--- src/rtl/id_stage_sequencer.sv ---
// id_stage_sequencer
// Decode-stage pipeline register between IF and EX. Accepts instructions over a
// valid/ready handshake, decodes the immediate-format select, flags unknown
// opcodes, stalls IF for load-use hazards and applies branch/jump flushes.
module id_stage_sequencer #(
  parameter int XLEN             = 32,
  parameter int LOAD_USE_BUBBLES = 1
) (
  input  logic            CLK,
  input  logic            RESET_N,
  input  logic            IF_VALID,
  input  logic [XLEN-1:0] IF_INSTRUCTION,
  input  logic [XLEN-1:0] IF_PC,
  output logic            IF_READY,
  input  logic            EX_READY,
  input  logic            FLUSH,
  output logic            ID_VALID,
  output logic [XLEN-1:0] ID_INSTRUCTION,
  output logic [XLEN-1:0] ID_PC,
  output logic [2:0]      IMMEDIATE_TYPE,
  output logic            ID_ILLEGAL
);

  // addi x0,x0,0 -- what an empty ID register presents downstream
  localparam logic [XLEN-1:0] NOP = XLEN'(32'h0000_0013);

  localparam logic [6:0] OP_IMM    = 7'b0010011;
  localparam logic [6:0] OP_LOAD   = 7'b0000011;
  localparam logic [6:0] OP_JALR   = 7'b1100111;
  localparam logic [6:0] OP_SYSTEM = 7'b1110011;
  localparam logic [6:0] OP_FENCE  = 7'b0001111;
  localparam logic [6:0] OP_STORE  = 7'b0100011;
  localparam logic [6:0] OP_JAL    = 7'b1101111;
  localparam logic [6:0] OP_LUI    = 7'b0110111;
  localparam logic [6:0] OP_AUIPC  = 7'b0010111;
  localparam logic [6:0] OP_BRANCH = 7'b1100011;
  localparam logic [6:0] OP_REG    = 7'b0110011;

  localparam logic [2:0] IMM_I    = 3'b000;
  localparam logic [2:0] IMM_S    = 3'b001;
  localparam logic [2:0] IMM_J    = 3'b010;
  localparam logic [2:0] IMM_U    = 3'b011;
  localparam logic [2:0] IMM_B    = 3'b100;
  localparam logic [2:0] IMM_NONE = 3'b111;

  // Value the bubble counter reloads to when a load leaves for EX (0..3)
  localparam logic [1:0] BUBBLE_RELOAD = 2'(LOAD_USE_BUBBLES);

  typedef enum logic {
    ST_EMPTY = 1'b0,
    ST_FULL  = 1'b1
  } state_t;

  state_t          state_reg, state_next;
  logic [XLEN-1:0] instr_reg, instr_next;
  logic [XLEN-1:0] pc_reg, pc_next;
  logic [2:0]      imm_type_reg, imm_type_next;
  logic            illegal_reg, illegal_next;
  logic [1:0]      bubble_cnt_reg, bubble_cnt_next;
  logic [4:0]      pend_rd_reg, pend_rd_next;

  logic [6:0]      if_opcode;
  logic [2:0]      if_imm_type;
  logic            if_illegal;
  logic            uses_rs1;
  logic            uses_rs2;
  logic [4:0]      src_reg [2];
  logic [1:0]      src_used;
  logic [1:0]      src_match;
  logic            hazard;
  logic            accept;
  logic            consume;
  logic [6:0]      id_opcode;
  logic [4:0]      id_rd;
  logic            id_load_retire;

  assign if_opcode = IF_INSTRUCTION[6:0];

  // Opcode to immediate-format select; anything outside RV32IM is flagged illegal
  always_comb begin
    if_imm_type = IMM_NONE;
    if_illegal  = 1'b0;
    case (if_opcode)
      OP_IMM, OP_LOAD, OP_JALR, OP_SYSTEM, OP_FENCE: if_imm_type = IMM_I;
      OP_STORE:                                     if_imm_type = IMM_S;
      OP_JAL:                                       if_imm_type = IMM_J;
      OP_LUI, OP_AUIPC:                             if_imm_type = IMM_U;
      OP_BRANCH:                                    if_imm_type = IMM_B;
      OP_REG:                                       if_imm_type = IMM_NONE;
      default: begin
        if_imm_type = IMM_NONE;
        if_illegal  = 1'b1;
      end
    endcase
  end

  // U and J formats carry no rs1; only S, B and register-register ops read rs2
  assign uses_rs1 = (if_imm_type != IMM_U) && (if_imm_type != IMM_J);
  assign uses_rs2 = (if_imm_type == IMM_S) || (if_imm_type == IMM_B) || (if_opcode == OP_REG);

  assign src_reg[0] = IF_INSTRUCTION[19:15];
  assign src_reg[1] = IF_INSTRUCTION[24:20];
  assign src_used   = {uses_rs2, uses_rs1};

  // Per-source comparison against the destination of the load now in EX; x0 never matches
  genvar gi;
  generate
    for (gi = 0; gi < 2; gi++) begin : g_src_match
      assign src_match[gi] = src_used[gi] && (src_reg[gi] != 5'd0) &&
                             (src_reg[gi] == pend_rd_reg);
    end
  endgenerate

  // The counter only becomes non-zero after a load retires, so a zero reload disables stalls
  assign hazard = (bubble_cnt_reg != 2'd0) && IF_VALID && (|src_match);

  assign ID_VALID = (state_reg == ST_FULL);
  assign IF_READY = RESET_N && !FLUSH && !hazard && (!ID_VALID || EX_READY);
  assign accept   = IF_VALID && IF_READY;
  // A flushed instruction is killed, never handed to EX
  assign consume  = ID_VALID && EX_READY && !FLUSH;

  assign id_opcode      = instr_reg[6:0];
  assign id_rd          = instr_reg[11:7];
  assign id_load_retire = consume && (id_opcode == OP_LOAD) && (id_rd != 5'd0);

  // Occupancy next-state: flush empties, a transfer fills, a bare consume drains
  always_comb begin
    state_next = state_reg;
    if (FLUSH) begin
      state_next = ST_EMPTY;
    end else if (accept) begin
      state_next = ST_FULL;
    end else if (consume) begin
      state_next = ST_EMPTY;
    end
  end

  // ID register contents: load on transfer, NOP when the slot empties, hold otherwise
  always_comb begin
    instr_next    = instr_reg;
    pc_next       = pc_reg;
    imm_type_next = imm_type_reg;
    illegal_next  = illegal_reg;
    if (FLUSH) begin
      instr_next = NOP;
    end else if (accept) begin
      instr_next    = IF_INSTRUCTION;
      pc_next       = IF_PC;
      imm_type_next = if_imm_type;
      illegal_next  = if_illegal;
    end else if (consume) begin
      instr_next = NOP;
    end
  end

  // Load-use tracking: a retiring load reloads the counter, otherwise it counts EX cycles down
  always_comb begin
    bubble_cnt_next = bubble_cnt_reg;
    pend_rd_next    = pend_rd_reg;
    if (FLUSH) begin
      bubble_cnt_next = 2'd0;
      pend_rd_next    = 5'd0;
    end else if (id_load_retire) begin
      bubble_cnt_next = BUBBLE_RELOAD;
      pend_rd_next    = id_rd;
    end else if (EX_READY && (bubble_cnt_reg != 2'd0)) begin
      bubble_cnt_next = bubble_cnt_reg - 2'd1;
    end
  end

  // State register
  always_ff @(posedge CLK or negedge RESET_N) begin
    if (!RESET_N) begin
      state_reg <= ST_EMPTY;
    end else begin
      state_reg <= state_next;
    end
  end

  // ID pipeline register and hazard tracking registers
  always_ff @(posedge CLK or negedge RESET_N) begin
    if (!RESET_N) begin
      instr_reg      <= NOP;
      pc_reg         <= '0;
      imm_type_reg   <= IMM_I;
      illegal_reg    <= 1'b0;
      bubble_cnt_reg <= 2'd0;
      pend_rd_reg    <= 5'd0;
    end else begin
      instr_reg      <= instr_next;
      pc_reg         <= pc_next;
      imm_type_reg   <= imm_type_next;
      illegal_reg    <= illegal_next;
      bubble_cnt_reg <= bubble_cnt_next;
      pend_rd_reg    <= pend_rd_next;
    end
  end

  assign ID_INSTRUCTION = instr_reg;
  assign ID_PC          = pc_reg;
  assign IMMEDIATE_TYPE = imm_type_reg;
  assign ID_ILLEGAL     = illegal_reg;

endmodule

--- config.mk ---
export PLATFORM = sky130hd
export DESIGN_NAME = id_stage_sequencer
export DESIGN_NICKNAME = d
export VERILOG_FILES = /design/src/rtl/id_stage_sequencer.sv
export SDC_FILE = /design/constraint.sdc
export NUM_CORES = 1
export LEC_CHECK = 0
export CORE_AREA = 5 5 92 94
export DETAILED_ROUTE_END_ITERATION = 7
export DIE_AREA = 0 0 97 99
export PLACE_DENSITY = 0.83
export SYNTH_ARGS = -nofsm -noshare
export SYNTH_HDL_FRONTEND = slang
export SYNTH_SLANG_ARGS = --single-unit
--- constraint.sdc ---
create_clock -name CLK -period 3.4 [get_ports CLK]
set_input_delay 0.34 -clock CLK [delete_from_list [all_inputs] [get_ports CLK]]
set_output_delay 0.34 -clock CLK [all_outputs]
set_load 0.1 [all_outputs]
* After elaboration in Yosys (flattened, before gate mapping) *
Cells that the tools add are included.

storage, ports and cells
  logic and storage cells = 74
  input port bits = 69
  output and inout port bits = 70
  register bits after elaboration = 76

operators by class
  equality and inequality tests = 18
  reductions and logical operators = 34
  bitwise gates (word level) = 1
  muxes and demuxes = 13
  add/sub/neg operators = 1

operators with widths
  operator                                                          count
  32-bit two-way mux                                                3
  7-bit == test (second input constant)                             4
  7-bit by 6-bit == test with 1-bit output (second input constant)  3
  1-bit logical AND                                                 16
  3-bit case mux with 5 select lines                                1
  5-bit nonzero test                                                3
  7-bit by 2-bit == test with 1-bit output (second input constant)  2
  7-bit by 5-bit == test with 1-bit output (second input constant)  2
  11-bit OR reduction                                               1
  5-bit == test                                                     2
  5-bit two-way mux                                                 2
  7-bit by 4-bit == test with 1-bit output (second input constant)  1
  2-bit two-way mux                                                 3
  3-bit by 2-bit != test with 1-bit output (second input constant)  2
  3-bit nonzero test                                                2
  5-bit OR reduction                                                1
  1-bit two-way mux                                                 4
  2-bit nonzero test                                                2
  2-bit OR reduction                                                2
  3-bit by 1-bit == test with 1-bit output (second input constant)  1
  3-bit == test (second input constant)                             1
  1-bit logical NOT                                                 3
  1-bit logical OR                                                  3
  2-bit AND reduction                                               1
  other kinds (2)                                                   2

* Longest topological paths before layout *
  depth in word-level cells = 16
  gate-level depth with buffers = 8
  mapped depth without buffers = 6

* Worst setup path after synthesis *
Ideal clock, no wire load.

  path kind = reg-to-output
  start point = reg state_reg (netlist: ID_VALID)
  end point = out IF_READY
  setup slack = 714 ps
  buffers on the path = 0
  data arrival time = 2346 ps
  stages on the path, launching flop included = 4
  required time = 3060 ps
  cells stage by stage = dfrtp_1 > nand2b_1 > nand3b_1 > nor2_1

on the way
  longest elaborated chain between the ends = 3

RTL lines
  item                      RTL line  RTL
  start: declaration        54        state_t state_reg, state_next;
  start signal: assignment  177       state_reg <= state_next;
  1-bit logical NOT         118       assign IF_READY = RESET_N && !FLUSH && !hazard && (!ID_VALID || EX_READY);
  1-bit logical OR          118
  1-bit logical AND         118
  end: declaration          14        output logic IF_READY,

No other way between the ends.

* Worst setup path after layout *
  start point = in IF_INSTRUCTION[24]
  end point = reg pc_reg[2] (netlist: ID_PC[2])

on the way
  longest elaborated chain between the ends = 10
  elaborated cells between the ends (all ways) = 11
  those cells by class = eq/ne (1); reduce/logical (10)

RTL lines
  item                                      RTL line  RTL
  start: declaration                        12        input logic [XLEN-1:0] IF_INSTRUCTION,
  5-bit nonzero test                        109       assign src_match[gi] = src_used[gi] && (src_reg[gi] != 5'd0) &&
  1-bit logical AND                         109
  1-bit logical AND (*)                     109
  2-bit OR reduction (*)                    115       assign hazard = (bubble_cnt_reg != 2'd0) && IF_VALID && (|src_match);
  1-bit logical AND (*)                     115
  1-bit logical NOT (*)                     118
  1-bit logical AND (*) (2 in a row)        118
  1-bit logical AND (*)                     119       assign accept = IF_VALID && IF_READY;
  2-bit AND reduction (no source line) (*)  --
  end signal: assignment                    192       pc_reg <= pc_next;
  end: declaration                          56        logic [XLEN-1:0] pc_reg, pc_next;

Mark *: on every way between the ends. The rest lies on a longest branch, timed or not.
A chain may end at the register's enable or synchronous reset.

==> flow_metrics.env <==
export IMPL_worst_ep_arrival_time_ps=2710
export IMPL_first_pass_iters=4
export IMPL_dieHeight_um=99
export IMPL_wl_um=9060
export IMPL_initial_utilization=0.454
export IMPL_cts_resized=0
export IMPL_layout_drive_gt1_share=0.167
export IMPL_gp_congestion=0.829
export IMPL_peakVddDrop_v=0.000436
export IMPL_crit_required_ps=3640
export IMPL_fin_util=0.670
export IMPL_placed_cell_area_um2=4850
export IMPL_cp_slowest_cell="and3_4"
export IMPL_maxCapViolCount=0
export IMPL_finalPower_mw=3.12
export IMPL_slew_violations=0
export IMPL_async_flop_share=1.00
export IMPL_vias_per_cell=5.31
export IMPL_yosysWarnings=0
export IMPL_placementRows=32
export IMPL_cts_root_buf="clkbuf_8"
export IMPL_synth_edf_count=0
export IMPL_io_pins=139
export IMPL_areaGrowthSynthToFinish_pct=47.5
export IMPL_syn_avg_cell_area_um2=13.1
export IMPL_clk_latency_ps=360
export IMPL_cp_slowest_stage_delay_ps=690
export IMPL_htreeDepth=3
export IMPL_reg2reg_setup_slack_ps=1160
export IMPL_antenna_found_initial=0
export IMPL_core_um2=7570
export IMPL_dominantRegCellSynth="dfrtp_1"
export IMPL_grt_max_degree=77
export IMPL_hp_class="in -> async"
export IMPL_power_density_nw_per_um2=616
export IMPL_max_freq_mhz=406
export IMPL_syn_nets=332
export IMPL_grt_first_pass_wirelength_um=14700
export IMPL_netlist_instances=262
export IMPL_dp_cells=487
export IMPL_die_width_um=97
export IMPL_first_global_vias=2744
export IMPL_post_cts_setup_buffers=0
export IMPL_setup_ws_ps=935
export IMPL_hold_violations=0
export IMPL_fin_crit_sh=0.725
export IMPL_cts_sinks=76
export IMPL_yosysSeqAreaShare=0.554
export IMPL_grt_total_usage=0.191
export IMPL_stdcell_count=503
export IMPL_ctsHoldBuffers=0
export IMPL_netlist_area_um2=3440
export IMPL_diodes=0
export IMPL_cts_buffers=9
export IMPL_drc=0
export IMPL_die_area_um2=9600
export IMPL_crit_chain="clkdlybuf4s50_1 > nor4_1 > nor2_1 > o2111ai_2 > and3_4 > mux2_2"
export IMPL_ys_seq_elements=76
export IMPL_drtIter0Drc=116
export IMPL_cts_max_path_buffers=2
export IMPL_cts_tree="built"
export IMPL_io_buffers=138
export IMPL_synth_distinct_cells=42
export IMPL_hold_ws_ps=244
export IMPL_critPathCaptureType="flop"
export IMPL_fin_tns_setup_ps=0
export IMPL_wl_per_cell_um=18.0
export IMPL_run_status="finished, final reports clean"
export IMPL_fin_nets=466
export IMPL_rsz0062_at_grt="false"
export IMPL_period_minus_slack_ps=2470
export IMPL_dr_total_vias=2671
export IMPL_worstMarginPinSlew_ps=1040
export IMPL_setup_violations=0
export IMPL_grt_remaining_overflow=0
export IMPL_post_dp_hpwl_um=6470
export IMPL_slew_headroom=0.306
export IMPL_pre_cts_slack_ps=623
export IMPL_worstSetupPathType="in -> reg"
export IMPL_worst_setup_path_start_kind="input pin"
export IMPL_ant_nets=0
export IMPL_power_leakage_nw=2.09
export IMPL_finalClockSkew_ps=7.00
export IMPL_path_max_fanout=45
export IMPL_clkTransAtPathRegs_ps=80
export IMPL_fin_area_um2=5070
layer usage:
layer / global-route usage / share of wire / vias up
met2: 0.311 / 0.51 / 101
met3: 0.0467 / 0.064 / 16
met1: 0.243 / 0.41 / 1317
met5: 0 / 0 / -
met4: 0.0832 / 0.023 / 0
li1: - / - / 1237
cells in the mapped netlist, types with 2 or more instances:
cell,count,area share
nand2b_1,6,0.011
buf_6,2,0.0065
dfstp_2,3,0.023
buf_12,2,0.012
nor4b_1,2,0.0051
nand2_1,10,0.011
mux2_4,21,0.092
a32o_1,29,0.084
nor2_1,11,0.012
mux2_2,15,0.049
o21ai_0,12,0.017
buf_2,7,0.010
dfrtp_1,73,0.53
and2_1,2,0.0036
nor4_1,2,0.0036
a21oi_1,6,0.0087
clkbuf_1,8,0.0087
inv_1,4,0.0044
nor3_1,7,0.010
nor3b_1,2,0.0044
a2bb2oi_1,4,0.010
xor2_1,8,0.020
nand3_1,3,0.0044
nor2b_1,5,0.0091
placed cells by master (no fill, tap or decap), types with 5 or more instances in the layout:
| cell type | count |
|---|---|
| nor2b_1 | 5 |
| mux2_2 | 15 |
| nor2_1 | 10 |
| mux2_4 | 21 |
| nand2_1 | 10 |
| xor2_1 | 8 |
| nor3_1 | 7 |
| clkbuf_8 | 10 |
| a32o_1 | 29 |
| a21oi_1 | 6 |
| o21ai_0 | 12 |
| nand2b_1 | 6 |
| clkdlybuf4s50_1 | 136 |
| dfrtp_1 | 73 |
| buf_4 | 7 |
final cells by class:
class	instances	area [µm²]
fillers	546	2500
inverters	4	15.0
clock buffers	10	138
flip-flops and latches	76	1910
clock inverters	6	86.3
repair buffers	143	1410
well taps	102	128
multi-input cells	162	1390
worst paths after layout:
path | start | endpoint | cells after the start
max in group asynchronous | RESET_N | ID_INSTRUCTION[24]$_DFFE_PN0P_ | 2
worst max register to register | bubble_cnt_reg[0]$_DFFE_PN0P_ | ID_INSTRUCTION[17]$_DFFE_PN0P_ | 7
min in group CLK | ID_PC[5]$_DFFE_PN0P_ | ID_PC[5]$_DFFE_PN0P_ | 1
worst min register to register | ID_PC[5]$_DFFE_PN0P_ | ID_PC[5]$_DFFE_PN0P_ | 1
worst max-delay path | IF_INSTRUCTION[24] | ID_PC[2]$_DFFE_PN0P_ | 6
worst min-delay path | RESET_N | ID_INSTRUCTION[25]$_DFFE_PN0P_ | 2
critical path, delay by kind of cell:
kind / cells / cell delay (ps)
and+or+nand+nor: 3 / 1190
buffers and inverters: 1 / 470
muxes: 1 / 420
AOI/OAI and AO/OA: 1 / 250
power by group:
group          total [mW]  switching, mW  internal [mW]
logic                1.28          0.919          0.361
registers            1.07         0.0590           1.01
clock network       0.778          0.345          0.433
total                3.12           1.32           1.80
cell families after synthesis:
| logic type | after synthesis | share of synthesized area |
|---|---|---|
| AOI/OAI and AO/OA | 57 | 0.137 |
| xor gates and xnor gates | 9 | 0.0229 |
| adders and majority gates | 2 | 0.00655 |
| buffers and inverters | 24 | 0.0437 |
| DFF | 76 | 0.554 |
| muxes | 36 | 0.141 |
| and+or+nand+nor | 58 | 0.0950 |
(Power assumes the default switching activity.)
